==> config.mk <==
export PLATFORM = sky130hd
export DESIGN_NAME = ring_inject_arb
export DESIGN_NICKNAME = d
export VERILOG_FILES = /design/src/rtl/NetworkPkg.sv /design/src/rtl/ring_inject_arb_pkg.sv /design/src/rtl/credit_counter.sv /design/src/rtl/ring_inject_arb.sv
export SDC_FILE = /design/constraint.sdc
export NUM_CORES = 1
export LEC_CHECK = 0
export CAP_MARGIN = 5
export CORE_AREA = 3 3 163 165
export DETAILED_ROUTE_END_ITERATION = 10
export DIE_AREA = 0 0 166 168
export GPL_TIMING_DRIVEN = 0
export HOLD_SLACK_MARGIN = 0.12
export SLEW_MARGIN = 20
export SYNTH_ARGS = -nofsm -noshare
export SYNTH_HDL_FRONTEND = slang
export SYNTH_SLANG_ARGS = --single-unit
==> constraint.sdc <==
create_clock -name clk -period 5.7 [get_ports clk]
set_clock_uncertainty 0.05 [all_clocks]
set_input_delay 0.57 -clock clk [delete_from_list [all_inputs] [get_ports clk]]
set_output_delay 0.57 -clock clk [all_outputs]
set_load 0.01 [all_outputs]
==> src/rtl/NetworkPkg.sv <==
// Shared network-on-chip packet definitions used by ring stages and injectors.
package NetworkPkg;

    localparam int ID_SIZE    = 4;
    localparam int DATA_WIDTH = 128;

    typedef struct packed {
        logic [ID_SIZE-1:0]    src;
        logic [ID_SIZE-1:0]    dest;
        logic [DATA_WIDTH-1:0] data;
    } pkt_t;

endpackage

==> src/rtl/ring_inject_arb_pkg.sv <==
// Arbiter priority state encoding shared by the ring injection arbiter and its bench.
package ring_inject_arb_pkg;

    typedef enum logic {
        PRIO_RING  = 1'b0,
        PRIO_LOCAL = 1'b1
    } arb_state_t;

endpackage

==> src/rtl/credit_counter.sv <==
// Downstream buffer credit counter: starts full, saturates at both ends,
// and latches a sticky overflow when a credit comes back while already full.
module credit_counter #(
    parameter  int MAX = 8,
    localparam int CW  = $clog2(MAX + 1)
) (
    input  logic          clk,
    input  logic          rst,
    input  logic          inc,
    input  logic          dec,
    output logic [CW-1:0] count,
    output logic          overflow
);

    always_ff @(posedge clk or posedge rst) begin
        if (rst) begin
            count    <= CW'(MAX);
            overflow <= 1'b0;
        end else if (inc && !dec) begin
            if (count == CW'(MAX))
                overflow <= 1'b1;
            else
                count <= count + CW'(1);
        end else if (dec && !inc && (count != '0)) begin
            count <= count - CW'(1);
        end
    end

endmodule

==> src/rtl/ring_inject_arb.sv <==
// Ring node injection arbiter: merges through-traffic and local core traffic
// onto the downstream link under credit flow control with anti-starvation.
module ring_inject_arb
    import NetworkPkg::*;
    import ring_inject_arb_pkg::*;
#(
    parameter  int CREDITS      = 8,
    parameter  int STARVE_LIMIT = 4,
    localparam int CW           = $clog2(CREDITS + 1)
) (
    input  logic          clk,
    input  logic          rst,
    input  logic          ring_valid,
    input  pkt_t          ring_pkt,
    output logic          ring_ready,
    input  logic          local_valid,
    input  pkt_t          local_pkt,
    output logic          local_ready,
    input  logic          credit_ret,
    output logic          out_valid,
    output pkt_t          out_pkt,
    output logic [CW-1:0] credits,
    output logic          prio_local,
    output logic          err_credit
);

    localparam int SW = $clog2(STARVE_LIMIT + 1);

    arb_state_t    state;
    logic [SW-1:0] starve;
    logic [SW-1:0] starve_next;
    logic          can_grant;
    logic          ring_gnt;
    logic          local_gnt;
    logic          grant;

    // A credit returned this cycle only becomes usable next cycle.
    always_comb begin
        can_grant = !rst && (credits != '0);
        ring_gnt  = 1'b0;
        local_gnt = 1'b0;
        if (can_grant) begin
            if (state == PRIO_LOCAL) begin
                local_gnt = local_valid;
                ring_gnt  = ring_valid && !local_valid;
            end else begin
                ring_gnt  = ring_valid;
                local_gnt = local_valid && !ring_valid;
            end
        end
    end

    assign grant       = ring_gnt || local_gnt;
    assign ring_ready  = ring_gnt;
    assign local_ready = local_gnt;

    // Losing for lack of credits counts as starvation too.
    always_comb begin
        if (!local_valid || local_gnt)
            starve_next = '0;
        else if (starve == SW'(STARVE_LIMIT))
            starve_next = starve;
        else
            starve_next = starve + SW'(1);
    end

    always_ff @(posedge clk or posedge rst) begin
        if (rst) begin
            state      <= PRIO_RING;
            prio_local <= 1'b0;
            starve     <= '0;
            out_valid  <= 1'b0;
            out_pkt    <= '0;
        end else begin
            starve    <= starve_next;
            out_valid <= grant;
            if (ring_gnt)
                out_pkt <= ring_pkt;
            else if (local_gnt)
                out_pkt <= local_pkt;
            case (state)
                PRIO_RING: begin
                    if (starve_next == SW'(STARVE_LIMIT)) begin
                        state      <= PRIO_LOCAL;
                        prio_local <= 1'b1;
                    end
                end
                PRIO_LOCAL: begin
                    if (local_gnt || !local_valid) begin
                        state      <= PRIO_RING;
                        prio_local <= 1'b0;
                    end
                end
                default: begin
                    state      <= PRIO_RING;
                    prio_local <= 1'b0;
                end
            endcase
        end
    end

    credit_counter #(.MAX(CREDITS)) u_credit_counter (
        .clk      (clk),
        .rst      (rst),
        .inc      (credit_ret),
        .dec      (grant),
        .count    (credits),
        .overflow (err_credit)
    );

endmodule

# After elaboration in Yosys (flattened, before gate mapping)
# Cells that the tools add are included.
# word_totals
out_inout_bits,145
n_memories,0
latch_bits,0
regBits,147
word_cells,55
inputBits,277
ramBits,0
rom_bits,0
# op_classes
n_shift,0
n_mux,17
n_eq_ne,6
n_bitwise,1
n_div,0
n_lt_le_gt_ge,0
n_reduce_logical,19
n_addsub,3
multipliers,0
# ops
cell,count
136-bit 2-to-1 mux,2
4-bit 2-to-1 mux,3
1-bit 2-to-1 mux,8
3-bit == test (second input constant),2
1-bit logical AND,6
3-bit 2-to-1 mux,2
2-bit AND reduction,3
1-bit zero test,5
4-bit by 1-bit adder with 4-bit output (second input constant),1
4-bit == test (second input constant),1
2-bit != test (second input constant),2
1-bit case mux with 2 select lines,2
2-bit nonzero test,2
4-bit nonzero test,1
4-bit by 1-bit subtractor with 4-bit output (second input constant),1
3-bit by 1-bit adder with 3-bit output (second input constant),1
1-bit logical OR,2
2-bit by 1-bit != test with 1-bit output (second input constant),1
1-bit inverter,1

# Logic depth before layout (Yosys ltp)
# Gate-level depths: netlist of the first run.
# depth
depth_word,9
mapped_depth,12

# By module
# Synthesis of the first run repeated with hierarchy kept, for this count alone.
# hier_totals
hier_cells,804
hier_area_um2,6759.0
# modules_own_cells
mod,cells_each,area_each_um2,instances,seq_area_each_um2
ring_inject_arb,775,6443.7,1,3553.4
credit_counter,29,315.3,1,126.4

# Worst setup path after synthesis of the first run
# OpenSTA, ideal clock, no wires.
# synth_timing
kind,input -> register
start,input port rst
end,register u_credit_counter.count[3]
t_required_ps,5586
path_stages,4
slack_ps,1232
t_arrival_ps,4353
cell_sequence,inv_1 -> a221o_1 -> o311ai_0 -> nand3_1
# synth_via
elab_chain_len,8
elab_cells_between_ends,13
classes_between,eq/ne (1); mux (3); reduce/logical (9)
# synth_lines
item,line_no,rtl
"start, declared",ring_inject_arb.sv:12,"input logic rst,"
1-bit zero test (no source line) (*),--,
1-bit logical AND (*),ring_inject_arb.sv:39,can_grant = !rst && (credits != '0);
1-bit 2-to-1 mux,ring_inject_arb.sv:42,if (can_grant) begin
1-bit logical OR (*),ring_inject_arb.sv:53,assign grant = ring_gnt || local_gnt;
1-bit zero test or 1-bit logical AND (tied branches),"credit_counter.sv:19, credit_counter.sv:24",
"1-bit logical AND, on equally long branches","credit_counter.sv:19, credit_counter.sv:24",
2-bit != test (no source line) or 2-bit nonzero test (tied branches),--,
2-bit AND reduction (no source line),--,
"end signal, assigned",credit_counter.sv:17,count <= CW'(MAX);
"end signal, assigned",credit_counter.sv:23,count <= count + CW'(1);
"end signal, assigned",credit_counter.sv:25,count <= count - CW'(1);
"end, declared",credit_counter.sv:11,"output logic [CW-1:0] count,"
# Mark *: on every way between the ends. The rest lies on a longest branch, timed or not.
# A chain may end at the register's enable or synchronous reset.

# Final worst setup path of the first run
# Ends and elaborated chain as after synthesis.

==> flow_summary.toml, run 1 <==
[floorplan]
start_util_pct = 28.30
ios = 422
core_area_mm2 = 0.02518
dieArea_mm2 = 0.02789
dieHeight_um = 168
die_x_um = 166
rows = 58

[grt]
grt-busiest-layer = "met2"
grt_util_met3_pct = 6.527
use_met1_pct = 22.10
grt_max_degree = 79
grtUsageMet2_pct = 34.80
first_global_vias = 6933
grt_pass1_wl_um = 41620
gr-usage-all-layers_pct = 19.28
overflow = 0
antenna_found_initial = 1

[min_path]
min_path_type = "reg -> reg"
holdCritStartpoint = "u_credit_counter.overflow"
hold_depth = 1

[finish]
syn_to_final_growth_pct = 73.33
fin_util_pct = 49.06
nets = 1380
drive_gt1_share_pct = 6.841
final_cell_mix = "clkdlybuf4s50_1 (421), dfrtp_1 (146), nand2_1 (142)"
mostFrequentLayoutCell = "clkdlybuf4s50_1"
nFillCells = 2419
multi_input_area_mm2 = 0.002973
area.sequential_mm2 = 0.003680

[place]
place_hpwl_um = 21640
globalplace.congestion = 0.7949
port_buffers = 421

[pwr]
p_total_mw = 4.735
leakage_nw = 5.729
vdd_drop_max_uv = 154.0
power_density_mw_per_mm2 = 383.3

[clocking]
ctsHoldBuffers = 0
cts_buffers = 17
clkLatencyLatePin_ns = 0.41
cts_resized = 0
cts_setup_buffers = 0
path_clk_slew_ns = 0.06
htreeDepth = 4
cts_tree = "yes"
clock-root-buffer = "clkbuf_16"
cts.sinks = 147
clock_path_buffers = 2

[logic_synthesis]
synthCells = 657
syn-cell-area_mm2 = 0.007127
syn_nets = 939
synth_sequential_area_ratio_pct = 51.63
ys_ff_latch = 147
ys.warnings.count = 0
synth.avg_cell_area_um2 = 10.85
synthDistinctLibCells = 44

[worst_setup_path]
worstPathMaxFanout = 10
r2r_cells = 12
crit_arrival_ns = 3.99
crit_start = "rst"
worst_ep_required_time_ns = 6.00
worstSetupStartpointType = "primary input"
critPathCaptureType = "flip-flop"
timing.rr.start = "u_credit_counter.count[1]"
critical_path_class = "in -> reg"

[sta]
setup_violations = 0
holdWs_ns = 0.4209
hold_viol_final = 0
maxSlewViolCount = 0
worst_pin_slew_ns = 0.8298
fin_crit_ns = 3.689
tns_ns = 0
rsz0062_at_grt = "false"
clock.fmax_mhz = 271.1
relSlewSlack_pct = 44.68
fin_crit_sh_pct = 64.73

[run]
maxCapViolations = 0

[routing]
wl_per_cell_um = 19.01
antenna_left = 0
route.detailed.drc = 0
drt_pass1_iterations = 4
routed_via_density = 4.542
drtIter0Drc = 216
vias = 6554
wirelength_um = 27430

[outcome]
status = "complete, no violations"
## final timing paths
kind                                             end  slack [ns]
min                        u_credit_counter.overflow        0.42
max in group asynchronous                out_pkt[63]        4.11
max reg2reg                u_credit_counter.count[3]        2.27
max                        u_credit_counter.count[3]        2.01
min reg2reg                u_credit_counter.overflow        0.42
min in group asynchronous               out_pkt[115]        0.70
## cells by family after synthesis
kind of cell	Yosys count	share of synthesized area [%]
xor gates and xnor gates	4	0.4917
buffers and inverters	54	6.654
AOI/OAI and AO/OA	149	11.27
muxes	137	19.31
adders and majority gates	5	0.9832
and+or+nand+nor	161	9.656
DFF	147	51.63
## cells in the mapped netlist (all sizes together)
cell / instances / share of area [%]
a21o: 1 / 0.11
a21oi: 1 / 0.070
a221o: 1 / 0.14
a2bb2oi: 1 / 0.37
a31o: 1 / 0.12
and2: 1 / 0.088
buf: 28 / 5.2
clkbuf: 18 / 1.0
dfrtp: 146 / 51
dfstp: 1 / 0.37
fa: 1 / 0.28
ha: 4 / 0.70
inv: 8 / 0.46
mux2: 1 / 0.21
mux2i: 136 / 19
nand2: 142 / 7.5
nand3: 2 / 0.14
nand3b: 1 / 0.11
nand4bb: 1 / 0.39
nor2: 5 / 0.26
nor2b: 1 / 0.088
nor3: 1 / 0.070
nor3b: 1 / 0.11
nor4: 1 / 0.30
nor4b: 1 / 0.12
o21ai: 139 / 9.8
o21bai: 1 / 0.11
o22ai: 1 / 0.088
o2bb2ai: 1 / 0.21
o311ai: 1 / 0.12
o31ai: 1 / 0.18
or2: 2 / 0.18
or4b: 2 / 0.33
xnor2: 3 / 0.37
xor2: 1 / 0.12
## per-layer routing
metal  vias up  part of all wire (%)
li1       3164                     -
met1      3097                    39
met2       275                    52
met3        18                   8.4
met4         0                   1.1
met5         -                     0
## sequential cells by signal, indices dropped and copies added (netlist names)
name	count
out_pkt	136
u_credit_counter.count	4
starve	3
out_valid	1
prio_local	1
state	1
u_credit_counter.overflow	1
## metrics by stage
stage,cell area [µm²],worst slack [ns],cells
5_1_grt,12350,1.842,1442
6_report,12350,2.011,1443
3_3_place_gp,11750,-1.420,1408
3_5_place_dp,11790,1.593,1409
2_1_floorplan,7127,1.111,657
4_1_cts,12350,2.033,1441
## where the power goes
part	switching [mW]	total, mW	internal [mW]
clock	0.473	1.08	0.610
sequential	0.226	1.63	1.40
combinational	0.906	2.02	1.12
total	1.60	4.74	3.13
## critical path: stages
cell and delay, ns:
clkdlybuf4s50_1 0.69, o21bai_1 0.31, or2_1 0.18, buf_4 0.12, buf_6 0.16, buf_6 0.16, buf_2 0.25, nand2_1 0.16
ha_1 0.35, a21oi_1 0.21, nand2_1 0.11, or4b_2 0.62, nand3_1 0.10
## area by class of cell
type / instances / area share, %
tap: 330 / 3.342
clock buffer: 20 / 3.535
clock inverter: 12 / 0.9926
sequential: 147 / 29.79
multi-input combinational: 456 / 24.07
buffer: 46 / 3.575
antenna: 2 / 0.04051
timing repair buffer: 422 / 34.34
inverter: 8 / 0.3241
Power figures use the tool's default switching activity.
==> run 2: changes to the inputs <==
Settings changed: PLACE_DENSITY set to 0.65.
Clock period 5.7 ns to 3.2 ns, I/O delays scaled along.
==> run 2 against run 1 <==
Against the previous run:
- power rose by 79%
- critical path depth decreased by 3
- hold slack worse by 0.14 ns
- clock-buffer cell count unchanged
- core utilization up 0.41 points
- flip-flop and latch count did not move
- design area is 0.84% higher
- largest power group unchanged
- highest routed layer unchanged
==> flow_summary.toml, run 2 (same netlist as run 1, synthesis figures left out) <==
[floorplan]
ios = 422
die_x_um = 166
rows = 58
dieHeight_um = 168
core_area_mm2 = 0.02518
start_util_pct = 28.30
dieArea_mm2 = 0.02789

[routing]
drtIter0Drc = 277
drt_pass1_iterations = 4
wl_per_cell_um = 18.09
antenna_left = 0
vias = 6532
route.detailed.drc = 0
routed_via_density = 4.520
wirelength_um = 26140

[pwr]
p_comb_share_pct = 42.1
p_switching_mw = 2.801
p_seq_share_pct = 34.0
switching_share_pct = 33.00
power_density_mw_per_mm2 = 681.3
clkPwrFrac_pct = 23.9
vdd_drop_max_uv = 267.3
leakage_nw = 5.795
p_int_mw = 5.686

[outcome]
status = "complete, no violations"

[grt]
overflow = 0
first_global_vias = 6757
grt_pass1_wl_um = 39810
antenna_found_initial = 0
gr-usage-all-layers_pct = 18.38
grt_max_degree = 32

[worst_setup_path]
regToRegEndpoint = "u_credit_counter.count[3]"
critical_path_class = "reg -> reg"
worstSetupStartpointType = "flip-flop"
r2r_cells = 10
worstPathMaxFanout = 28
rrSetupSlack_ns = 0.26
timing.rr.start = "u_credit_counter.count[0]"
worst_ep_required_time_ns = 3.50
crit_arrival_ns = 3.24
critPathCaptureType = "flip-flop"

[finish]
fin_area_mm2 = 0.01246
mostFrequentLayoutCell = "clkdlybuf4s50_1"
syn_to_final_growth_pct = 74.79
final_cell_mix = "clkdlybuf4s50_1 (420), dfrtp_1 (145), nand2_1 (142)"
diodes = 0
reg_top3 = "out_pkt: 136 flops, u_credit_counter.count: 4 flops, starve: 3 flops"
nFillCells = 2406
regMostFlops = "out_pkt"
drive_gt1_share_pct = 7.354
largest_reg_flops = 136
nets = 1384

[sta]
worst_pin_slew_ns = 0.7152
setup_violations = 0
clock.fmax_mhz = 340.2
fin_crit_ns = 2.939
fin_crit_sh_pct = 91.85
maxSlewViolCount = 0
holdWs_ns = 0.2776
relSlewSlack_pct = 52.32
hold_viol_final = 0
rsz0062_at_grt = "false"

[run]
maxCapViolations = 0

[clocking]
clkLatencyLatePin_ns = 0.41
cts_buffers = 17
path_clk_slew_ns = 0.06
clock-root-buffer = "clkbuf_16"
htreeDepth = 4
clock_path_buffers = 2
cts.sinks = 147
cts_tree = "yes"

[place]
globalplace.congestion = 0.8182
port_buffers = 421
place_hpwl_um = 20930
postPlaceCellArea_mm2 = 0.01186

[min_path]
min_path_type = "in -> reg"
min_to = "state"
holdCritStartpoint = "rst"
hold_depth = 3
[run 2: power groups by stage]
stage	clock network, mW	registers, mW	logic [mW]
4_1_cts	2.08	2.90	3.65
3_3_place_gp	0	2.89	3.60
5_1_grt	2.18	2.98	3.87
2_1_floorplan	0	3.19	1.21
6_report	2.02	2.89	3.57
3_5_place_dp	0	2.92	3.63
[run 2: layer usage]
layer / global-route usage, % / up-vias / share of wire (%)
met5: 0 / - / 0
met4: 4.991 / 0 / 1.8
met3: 7.114 / 21 / 8.5
met2: 32.14 / 280 / 50
met1: 21.10 / 3069 / 40
li1: - / 3162 / -
[run 2: per-stage QoR]
| stage | TNS, ns | setup slack [ns] | cells | power [mW] | utilization [%] |
|---|---|---|---|---|---|
| floorplan | -0.08740 | -0.08740 | 657 | 4.398 | - |
| global placement | -89.67 | -1.889 | 1408 | 6.492 | 46.69 |
| detailed placement | -0.7704 | -0.6074 | 1413 | 6.551 | 47.09 |
| CTS | 0 | 0.1208 | 1445 | 8.625 | 49.46 |
| global route | 0 | 0.06631 | 1445 | 9.026 | 49.47 |
| finish | 0 | 0.2608 | 1445 | 8.486 | 49.47 |
[run 2: repair_timing]
action                                 4_1_cts  5_1_grt
gates resized for setup                      1        2
pin swaps                                    1        0
endpoints found under the hold margin        0       48
setup endpoints to repair                    1        1
hold buffers                                 0        1
buffers inserted                             1        0
[run 2: area by class of cell]
type,count,area (µm²),area share (%)
buffer,44,425.4,3.415
clock buffer,20,446.7,3.586
clock inverter,12,143.9,1.155
inverter,8,36.28,0.2913
multi-input combinational,456,2977,23.90
sequential,147,3681,29.55
tap,330,412.9,3.315
timing repair buffer,428,4334,34.79
[run 2: critical path: stages (launching register included)]
cell	delay [ns]
dfrtp_2	0.47
nor4_4	0.28
or2_1	0.15
buf_4	0.13
buf_6	0.24
nand2_1	0.17
ha_1	0.34
a21oi_1	0.19
nand2_1	0.10
or4b_2	0.61
nand3_1	0.11
[run 2: how the worst max path moves through the flow]
stage,startpoint,end,slack [ns],cells after the start
after floorplan,rst,u_credit_counter.count[3],-0.09,4
after global placement,rst,u_credit_counter.count[3],-1.89,5
after detailed placement,ring_valid,u_credit_counter.count[3],-0.61,13
after CTS,u_credit_counter.count[0],u_credit_counter.count[3],0.12,11
after global routing,u_credit_counter.count[0],u_credit_counter.count[3],0.07,10
final,u_credit_counter.count[0],u_credit_counter.count[3],0.26,10
